==> config.mk <==
export PLATFORM = sky130hd
export DESIGN_NAME = operand_entry
export DESIGN_NICKNAME = d
export VERILOG_FILES = /design/src/rtl/operand_entry.sv
export SDC_FILE = /design/constraint.sdc
export NUM_CORES = 1
export LEC_CHECK = 0
export BUFFER_PORTS_ARGS = -buffer_cell sky130_fd_sc_hd__buf_4
export CORE_ASPECT_RATIO = 1.4
export CORE_MARGIN = 10
export CORE_UTILIZATION = 52
export CTS_BUF_LIST = sky130_fd_sc_hd__clkbuf_4
export DETAILED_ROUTE_END_ITERATION = 7
export GPL_TIMING_DRIVEN = 0
export PLACE_DENSITY_LB_ADDON = 0.25
export SLEW_MARGIN = 10
export SYNTH_ARGS = -nofsm -noshare
export SYNTH_HDL_FRONTEND = slang
export SYNTH_SLANG_ARGS = --single-unit
==> constraint.sdc <==
create_clock -name clk -period 2.73 [get_ports clk]
set_clock_uncertainty 0.1 [all_clocks]
set_input_delay 0.546 -clock clk [delete_from_list [all_inputs] [get_ports clk]]
set_output_delay 0.546 -clock clk [all_outputs]
set_load 0.01 [all_outputs]
==> src/rtl/operand_entry.sv <==
// operand_entry
//   Key-sequence parser behind the keypad encoder. Assembles decimal digit
//   presses into two binary operands plus an add/subtract operator, and on
//   Enter offers one command to the arithmetic datapath over valid/ready.
//
//   Ports
//     clk            system clock, rising edge
//     nrst           asynchronous active-low reset
//     keycode[3:0]   0-9 digit, 10 add, 11 subtract, 12 enter, 15 multi-press
//     keystrobe      level strobe, high while a key is held
//     operand_a      first operand of the issued command
//     operand_b      second operand of the issued command
//     op_sub         operator, 0 = add, 1 = subtract
//     cmd_valid      command available
//     cmd_ready      datapath accepts the command
//     display_value  value being typed (operand_b while a command is pending)
//     stage[1:0]     0 ENTER_A, 1 ENTER_B, 2 ISSUE
//     error          one-cycle pulse for a rejected key
module operand_entry #(
   parameter int DIGITS = 3,
   parameter int WIDTH  = 10
) (
   input  logic             clk,
   input  logic             nrst,
   input  logic [3:0]       keycode,
   input  logic             keystrobe,
   output logic [WIDTH-1:0] operand_a,
   output logic [WIDTH-1:0] operand_b,
   output logic             op_sub,
   output logic             cmd_valid,
   input  logic             cmd_ready,
   output logic [WIDTH-1:0] display_value,
   output logic [1:0]       stage,
   output logic             error
);

   localparam int                CNT_W   = $clog2(DIGITS + 1);
   localparam logic [CNT_W-1:0]  CNT_MAX = CNT_W'(DIGITS);
   localparam logic [3:0]        KEY_ADD = 4'd10;
   localparam logic [3:0]        KEY_SUB = 4'd11;
   localparam logic [3:0]        KEY_ENT = 4'd12;

   typedef enum logic [1:0] {
      ENTER_A = 2'd0,
      ENTER_B = 2'd1,
      ISSUE   = 2'd2
   } state_t;

   state_t           state_q;
   logic             strobe_q;
   logic [WIDTH-1:0] acc;
   logic [CNT_W-1:0] cnt;

   logic             key_hit;
   logic             is_digit;
   logic             is_op;
   logic [WIDTH-1:0] acc_dig;

   // A held key is seen once: only the low-to-high transition of the strobe
   // counts, and the history register keeps tracking even while a command
   // is pending so a key held across the return to ENTER_A is not re-taken.
   assign key_hit  = keystrobe & ~strobe_q;
   assign is_digit = (keycode <= 4'd9);
   assign is_op    = (keycode == KEY_ADD) || (keycode == KEY_SUB);

   // Only used while cnt < DIGITS, so acc < 10^(DIGITS-1) and the result
   // always fits in WIDTH bits.
   assign acc_dig  = acc * WIDTH'(10) + WIDTH'(keycode);

   assign stage    = state_q;

   always_ff @(posedge clk or negedge nrst) begin
      if (!nrst) begin
         state_q       <= ENTER_A;
         strobe_q      <= 1'b0;
         acc           <= '0;
         cnt           <= '0;
         operand_a     <= '0;
         operand_b     <= '0;
         op_sub        <= 1'b0;
         cmd_valid     <= 1'b0;
         display_value <= '0;
         error         <= 1'b0;
      end else begin
         strobe_q <= keystrobe;
         error    <= 1'b0;

         case (state_q)
            ISSUE: begin
               // Any key while a command is pending is dropped; a handshake
               // on the same edge still completes.
               if (key_hit) begin
                  error <= 1'b1;
               end
               if (cmd_valid && cmd_ready) begin
                  cmd_valid     <= 1'b0;
                  acc           <= '0;
                  cnt           <= '0;
                  display_value <= '0;
                  state_q       <= ENTER_A;
               end
            end

            ENTER_A, ENTER_B: begin
               if (key_hit) begin
                  if (is_digit) begin
                     if (cnt < CNT_MAX) begin
                        acc           <= acc_dig;
                        cnt           <= cnt + CNT_W'(1);
                        display_value <= acc_dig;
                     end else begin
                        error <= 1'b1;
                     end
                  end else if (is_op) begin
                     if (state_q == ENTER_A) begin
                        if (cnt != '0) begin
                           operand_a     <= acc;
                           op_sub        <= (keycode == KEY_SUB);
                           acc           <= '0;
                           cnt           <= '0;
                           display_value <= '0;
                           state_q       <= ENTER_B;
                        end else begin
                           error <= 1'b1;
                        end
                     end else begin
                        // Before any digit of B the operator may be corrected.
                        if (cnt == '0) begin
                           op_sub <= (keycode == KEY_SUB);
                        end else begin
                           error <= 1'b1;
                        end
                     end
                  end else if (keycode == KEY_ENT) begin
                     if ((state_q == ENTER_B) && (cnt != '0)) begin
                        operand_b     <= acc;
                        display_value <= acc;
                        cmd_valid     <= 1'b1;
                        state_q       <= ISSUE;
                     end else begin
                        error <= 1'b1;
                     end
                  end else begin
                     // 13, 14 unused and 15 multi-press
                     error <= 1'b1;
                  end
               end
            end

            default: begin
               state_q <= ENTER_A;
            end
         endcase
      end
   end

endmodule

# After elaboration in Yosys (flattened, before gate mapping)
# Cells that the tools add are included.
# word_totals
inputBits,8
ff_bits,48
# op_classes
bitwise_logic,4
n_eq_ne,24
magnitude_cmp,2
add_sub_neg,2
n_mul,1
n_reduce_logical,16
mux,51
# ops
cell,n
$mux W10,12
$pmux W10 S2,2
$mux W2,14
$ne A3 B3 Y1 const B,8
$reduce_and A7 Y1,3
$mux W1,19
$reduce_and A6 Y1,3
$ne A4 B4 Y1 const B,4
$eq A4 B4 Y1 const B,3
$ne A2 B2 Y1 const B,6
$add A10 B4 Y10,1
$mul A10 B3 Y9 const B,1
$pmux W2 S2,2
$reduce_and A8 Y1,1
$reduce_bool A2 Y1,3
$le A4 B4 Y1 const B,1
$logic_not A2 Y1,2
$pmux W1 S2,2
$not A1 Y1,3
$add A2 B1 Y2 const B,1
$eq A2 B1 Y1 const B,1
$eq A2 B2 Y1 const B,1
$logic_and A1 B1 Y1,2
$lt A2 B2 Y1 const B,1
4 further kinds,4

# Depth between registers and ports, before layout
# logic_depth
ltp_word,8
mapped_depth,9

# Worst setup path after synthesis
# Ideal clock, no wire load.
# synth_path
path_kind,register to register
from,reg acc[1]
to,reg acc[9]
stages_incl_launch_ff,10
setup_ps,76
n_path_buf,0
setup_slack_ps,133
arrival_time_ps,2421
required_time_ps,2554
cell_sequence,dfrtp_1 > ha_1 > ha_1 > fa_1 > a21o_1 > a21oi_1 > xnor2_1 > nand3_1 > xnor3_1 > o21ai_1
# synth_via
elab_chain_len,6
# synth_rtl
item,line,source
from (decl),51,logic [WIDTH-1:0] acc;
from (signal assigned),108,acc <= acc_dig;
$mul A10 B3 Y9,68,assign acc_dig = acc * WIDTH'(10) + WIDTH'(keycode);
$add A10 B4 Y10,68,
$mux W10,107,if (cnt < CNT_MAX) begin
$mux W10,106,if (is_digit) begin
$mux W10,105,if (key_hit) begin
$pmux W10 S2,88,case (state_q)
# No other way between the ends. The select of a mux whose other input is x is not followed.
# A chain may end at the register's enable or synchronous reset.

# Final worst setup path
# layout_path
from,reg acc[2]
to,reg display_value[9]
# layout_via
elab_chain_len,6
# layout_rtl
item,line,source
$mul A10 B3 Y9,68,
$add A10 B4 Y10,68,
$mux W10,107,
$mux W10,106,
$mux W10,105,
$pmux W10 S2,88,
to (signal assigned),110,display_value <= acc_dig;
to (decl),32,"output logic [WIDTH-1:0] display_value,"
# No other way between the ends. The select of a mux whose other input is x is not followed.

==> flow_summary.html <==
<table>
<tr><th>Metric</th><th>Value</th></tr>
<tr><th colspan="2">Status</th></tr>
<tr><td>Status</td><td>completed</td></tr>
<tr><th colspan="2">Global route</th></tr>
<tr><td>Antenna violations before repair</td><td>0</td></tr>
<tr><td>Overflow left after global routing</td><td>0</td></tr>
<tr><td>Global-route wire length before repair</td><td>9280 um</td></tr>
<tr><td>Maximum number of pins on one net before global-route repair</td><td>49</td></tr>
<tr><td>Number of global-route vias before repair</td><td>1821</td></tr>
<tr><td>Overall track demand over capacity in global routing</td><td>0.145</td></tr>
<tr><th colspan="2">Detailed routing</th></tr>
<tr><td>Post-DRT Antenna Nets</td><td>0</td></tr>
<tr><td>DR vias/cell</td><td>5.49</td></tr>
<tr><td>Detailed Route Iter0 Violations</td><td>126</td></tr>
<tr><td>Iteration count of the initial detailed-routing pass</td><td>4</td></tr>
<tr><td># DRC</td><td>0</td></tr>
<tr><td>Via count</td><td>1839</td></tr>
<tr><td>Routed length per instance</td><td>16.3 um</td></tr>
<tr><td>Final wirelength</td><td>5470 um</td></tr>
<tr><th colspan="2">CTS</th></tr>
<tr><td>Clock-pin slew on the worst setup and hold paths</td><td>0.13 ns</td></tr>
<tr><td>CTS HTree Levels</td><td>2</td></tr>
<tr><td>CTS tree</td><td>done</td></tr>
<tr><td>Worst-skew pair later-pin latency</td><td>0.36 ns</td></tr>
<tr><td>Clock sink count</td><td>48</td></tr>
<tr><td>CTS max path bufs</td><td>2</td></tr>
<tr><td>Clock root cell</td><td>sky130_fd_sc_hd__clkbuf_4</td></tr>
<tr><td>Total CTS buffers</td><td>5</td></tr>
<tr><th colspan="2">Setup path</th></tr>
<tr><td>FF-to-FF path depth</td><td>8</td></tr>
<tr><td>Setup crit end kind</td><td>flop</td></tr>
<tr><td>Largest driver fanout on the critical path</td><td>6</td></tr>
<tr><td>Capture point of the worst path</td><td>display_value[9]$_DFFE_PN0P_</td></tr>
<tr><td>Arrival time reported for the critical path endpoint</td><td>2.79 ns</td></tr>
<tr><td>Crit path from</td><td>acc[2]$_DFFE_PN0P_</td></tr>
<tr><td>Critical register-to-register path endpoint</td><td>display_value[9]$_DFFE_PN0P_</td></tr>
<tr><td>Kind of start point of the critical path</td><td>flop</td></tr>
<tr><td>Critical path type</td><td>flop to flop</td></tr>
<tr><td>Worst R2R Start</td><td>acc[2]$_DFFE_PN0P_</td></tr>
<tr><td>Worst EP required</td><td>2.92 ns</td></tr>
<tr><td>Worst reg2reg setup slack</td><td>0.13 ns</td></tr>
<tr><th colspan="2">Layout</th></tr>
<tr><td>Post-route design area</td><td>3020 sq um</td></tr>
<tr><td>Area of the multi-input gates</td><td>1300 sq um</td></tr>
<tr><td>Share of post-route cells with drive strength above 1</td><td>0.247</td></tr>
<tr><td>Antenna Diode Count</td><td>0</td></tr>
<tr><td>Non-Filler Instances</td><td>335</td></tr>
<tr><td>Sequential cell area</td><td>1200 sq um</td></tr>
<tr><td>Signed area change from the synthesized netlist to the final layout</td><td>18.4%</td></tr>
<tr><td>Final design utilization</td><td>0.628</td></tr>
<tr><td>Nets@finish</td><td>297</td></tr>
<tr><td>Number of filler cells placed in the layout</td><td>414</td></tr>
<tr><th colspan="2">STA</th></tr>
<tr><td>Maximum achievable frequency</td><td>385 MHz</td></tr>
<tr><td>Setup tns final</td><td>0 ns</td></tr>
<tr><td>Final slew viol count</td><td>0</td></tr>
<tr><td>RSZ-0062 raised after global routing</td><td>no</td></tr>
<tr><td>Tcrit/Tclk final</td><td>0.951</td></tr>
<tr><td>Tightest Pin Transition</td><td>0.610 ns</td></tr>
<tr><td>Time the worst path needs with I/O delays and setup</td><td>2.60 ns</td></tr>
<tr><td>Worst-case headroom to the max-slew limit</td><td>0.593</td></tr>
<tr><td>Final setup violation count</td><td>0</td></tr>
<tr><td>Smallest setup slack after layout</td><td>0.133 ns</td></tr>
<tr><td>Number of hold violations in the final report</td><td>0</td></tr>
<tr><th colspan="2">Power and ir drop</th></tr>
<tr><td>Clock Power Share</td><td>0.105</td></tr>
<tr><td>Internal power of the cells</td><td>1.77 mW</td></tr>
<tr><td>Power per standard cell area</td><td>958 nW/um^2</td></tr>
<tr><td>Share of total power in combinational logic</td><td>0.509</td></tr>
<tr><td>Sequential share of power</td><td>0.386</td></tr>
<tr><td>Leakage component of the power</td><td>1.56 nW</td></tr>
<tr><td>P_sw</td><td>1.12 mW</td></tr>
<tr><td>Worst voltage drop across the vdd grid</td><td>0.000500 V</td></tr>
<tr><td>Switch share</td><td>0.389</td></tr>
<tr><th colspan="2">Placement</th></tr>
<tr><td>Gpl congestion</td><td>0.788</td></tr>
<tr><td>Pre-CTS WS</td><td>-0.0865 ns</td></tr>
<tr><td>Dpl hpwl</td><td>4010 um</td></tr>
<tr><td>Port-buffer cells</td><td>42</td></tr>
<tr><td>Placement Cell Area</td><td>2940 sq um</td></tr>
<tr><td>Number of cells in the design after placement</td><td>326</td></tr>
<tr><th colspan="2">Floorplanning</th></tr>
<tr><td>Initial standard-cell utilization of the core</td><td>0.530</td></tr>
<tr><td>Core Box Area</td><td>4800 sq um</td></tr>
<tr><td>I/O pin cnt</td><td>43</td></tr>
<tr><td>Number of placement rows</td><td>30</td></tr>
<tr><td>Die Ht</td><td>103 um</td></tr>
<tr><td>Area of the die</td><td>8140 sq um</td></tr>
<tr><td>Width of the die</td><td>79.2 um</td></tr>
<tr><th colspan="2">Synthesis</th></tr>
<tr><td>Share of the synthesized area in the top cell type</td><td>0.471</td></tr>
<tr><td>Distinct cell type count of the synthesized netlist</td><td>45</td></tr>
<tr><td>Number of synthesized flops with an enable pin</td><td>0</td></tr>
<tr><td>Area contributors post-synth</td><td>sky130_fd_sc_hd__dfrtp_1 47%, sky130_fd_sc_hd__mux2_1 10%, sky130_fd_sc_hd__ha_1 7.9%, sky130_fd_sc_hd__nand2_1 3.5%, sky130_fd_sc_hd__o21ai_1 3.1%</td></tr>
<tr><td>Ys async rst share</td><td>1.00</td></tr>
<tr><td>Part of the Yosys area used for sequential elements</td><td>0.471</td></tr>
<tr><td>Most used DFF post-synth</td><td>sky130_fd_sc_hd__dfrtp_1</td></tr>
<tr><td>Net count of the mapped netlist</td><td>246</td></tr>
<tr><td>Most frequent cell after synthesis</td><td>sky130_fd_sc_hd__dfrtp_1</td></tr>
<tr><td>Syn_area_per_cell</td><td>11.6 sq um</td></tr>
<tr><td>Ranking of synthesized cells by instance count</td><td>48 x sky130_fd_sc_hd__dfrtp_1, 24 x sky130_fd_sc_hd__nand2_1, 23 x sky130_fd_sc_hd__mux2_1, 16 x sky130_fd_sc_hd__ha_1, 16 x sky130_fd_sc_hd__o21ai_1</td></tr>
<tr><td>Gate count after technology mapping</td><td>220</td></tr>
<tr><td>Leading area contributor after synthesis</td><td>sky130_fd_sc_hd__dfrtp_1</td></tr>
<tr><td>Count of yosys warnings during synthesis</td><td>0</td></tr>
<tr><td>Netlist area before placement</td><td>2550 sq um</td></tr>
<tr><td>Register bit total from synthesis</td><td>48</td></tr>
<tr><th colspan="2">Job</th></tr>
<tr><td>Number of max-cap violations</td><td>0</td></tr>
<tr><th colspan="2">Min path</th></tr>
<tr><td>Class of the tightest hold or removal check</td><td>primary input to async pin</td></tr>
</table>
## registers in the layout, summed over array words and instances, names as in the netlist
signal / count
error: 1
cnt: 2
cmd_valid: 1
op_sub: 1
strobe_q: 1
operand_b: 10
display_value: 10
stage: 2
acc: 10
operand_a: 10
## worst max-delay path, stage by stage, from the launching register on
cell and delay (ns):
sky130_fd_sc_hd__dfrtp_1 0.47, sky130_fd_sc_hd__ha_1 0.38, sky130_fd_sc_hd__ha_1 0.33, sky130_fd_sc_hd__a21o_1 0.16, sky130_fd_sc_hd__a21oi_1 0.30, sky130_fd_sc_hd__nand2b_1 0.17
sky130_fd_sc_hd__a21oi_1 0.08, sky130_fd_sc_hd__xnor3_1 0.41, sky130_fd_sc_hd__o21ai_1 0.13
## through the flow
step | hold WS [ns] | total power, mW
final | 0.0748 | 2.89
after floorplan | 0.150 | 2.05
after global placement | 0.368 | 2.51
after CTS | 0.0951 | 2.89
after global routing | 0.103 | 3.15
after detailed placement | 0.374 | 2.55
## metal layers
layer | up-vias | track usage | part of all wire
li1 | 887 | - | -
met1 | 908 | 0.168 | 0.40
met2 | 37 | 0.250 | 0.53
met3 | 7 | 0.0419 | 0.054
met4 | 0 | 0.0470 | 0.014
met5 | - | 0 | 0
## power groups by stage
stage | Clock (mW) | Sequential, mW | Combinational (mW)
CTS | 0.317 | 1.13 | 1.44
floorplan | 0 | 1.17 | 0.879
finish | 0.303 | 1.12 | 1.47
detailed placement | 0 | 1.15 | 1.40
global route | 0.349 | 1.15 | 1.65
global placement | 0 | 1.14 | 1.36
## cells in the final DEF, fill, tap and decap left out, drive strengths merged, types with 2 or more instances in the layout
master | synthesis | final
a21o | 6 | 6
a21oi | 12 | 12
a22oi | 5 | 5
and3 | 2 | 2
buf | 6 | 50
clkbuf | 1 | 6
clkinv | 0 | 2
dfrtp | 48 | 48
fa | 2 | 2
ha | 16 | 16
inv | 4 | 4
mux2 | 23 | 23
nand2 | 24 | 24
nand2b | 3 | 3
nand3 | 4 | 4
nand3b | 2 | 2
nor2 | 11 | 11
nor2b | 2 | 2
nor4b | 2 | 2
o21ai | 19 | 19
o31ai | 2 | 2
xnor2 | 6 | 6
xnor3 | 2 | 2
xor2 | 4 | 4
## timing repair
| item | 4_1_cts | 5_1_grt |
|---|---|---|
| cloned | 0 | 0 |
| buffers inserted | 1 | 1 |
| hold endpoints to repair | 0 | 0 |
| pin swaps | 1 | 1 |
| hold buffers | 0 | 0 |
| resized for setup | 2 | 2 |
| setup endpoints to repair | 3 | 4 |
## worst min-delay path by stage
| stage | start | endpoint | slack (ns) | depth (start not counted) |
|---|---|---|---|---|
| CTS | nrst | operand_a[7]$_DFFE_PN0P_ | 0.1 | 1 |
| floorplan | nrst | acc[0]$_DFFE_PN0P_ | 0.15 | 0 |
| global placement | operand_b[6]$_DFFE_PN0P_ | operand_b[6]$_DFFE_PN0P_ | 0.37 | 1 |
| detailed placement | display_value[7]$_DFFE_PN0P_ | display_value[7]$_DFFE_PN0P_ | 0.37 | 1 |
| finish | nrst | operand_a[7]$_DFFE_PN0P_ | 0.07 | 1 |
| global route | nrst | operand_a[9]$_DFFE_PN0P_ | 0.10 | 1 |
## area by class of cell
type	instances	share of cell area
Buffer	7	0.0137
Clock buffer	5	0.0124
Clock inverter	2	0.00249
Inverter	4	0.00498
Multi-Input combinational cell	161	0.431
Sequential cell	48	0.399
Tap cell	64	0.0265
Timing Repair Buffer	44	0.109
## cell families after synthesis
kind of cell | after synthesis | share of synthesized area
buffers and inverters | 11 | 0.0221
DFF | 48 | 0.471
AOI/OAI and AO/OA | 53 | 0.146
and+or+nand+nor | 55 | 0.112
muxes | 23 | 0.102
xor gates and xnor gates | 12 | 0.0520
adders and majority gates | 18 | 0.0943
No activity file was read; power rests on OpenSTA's default activity.
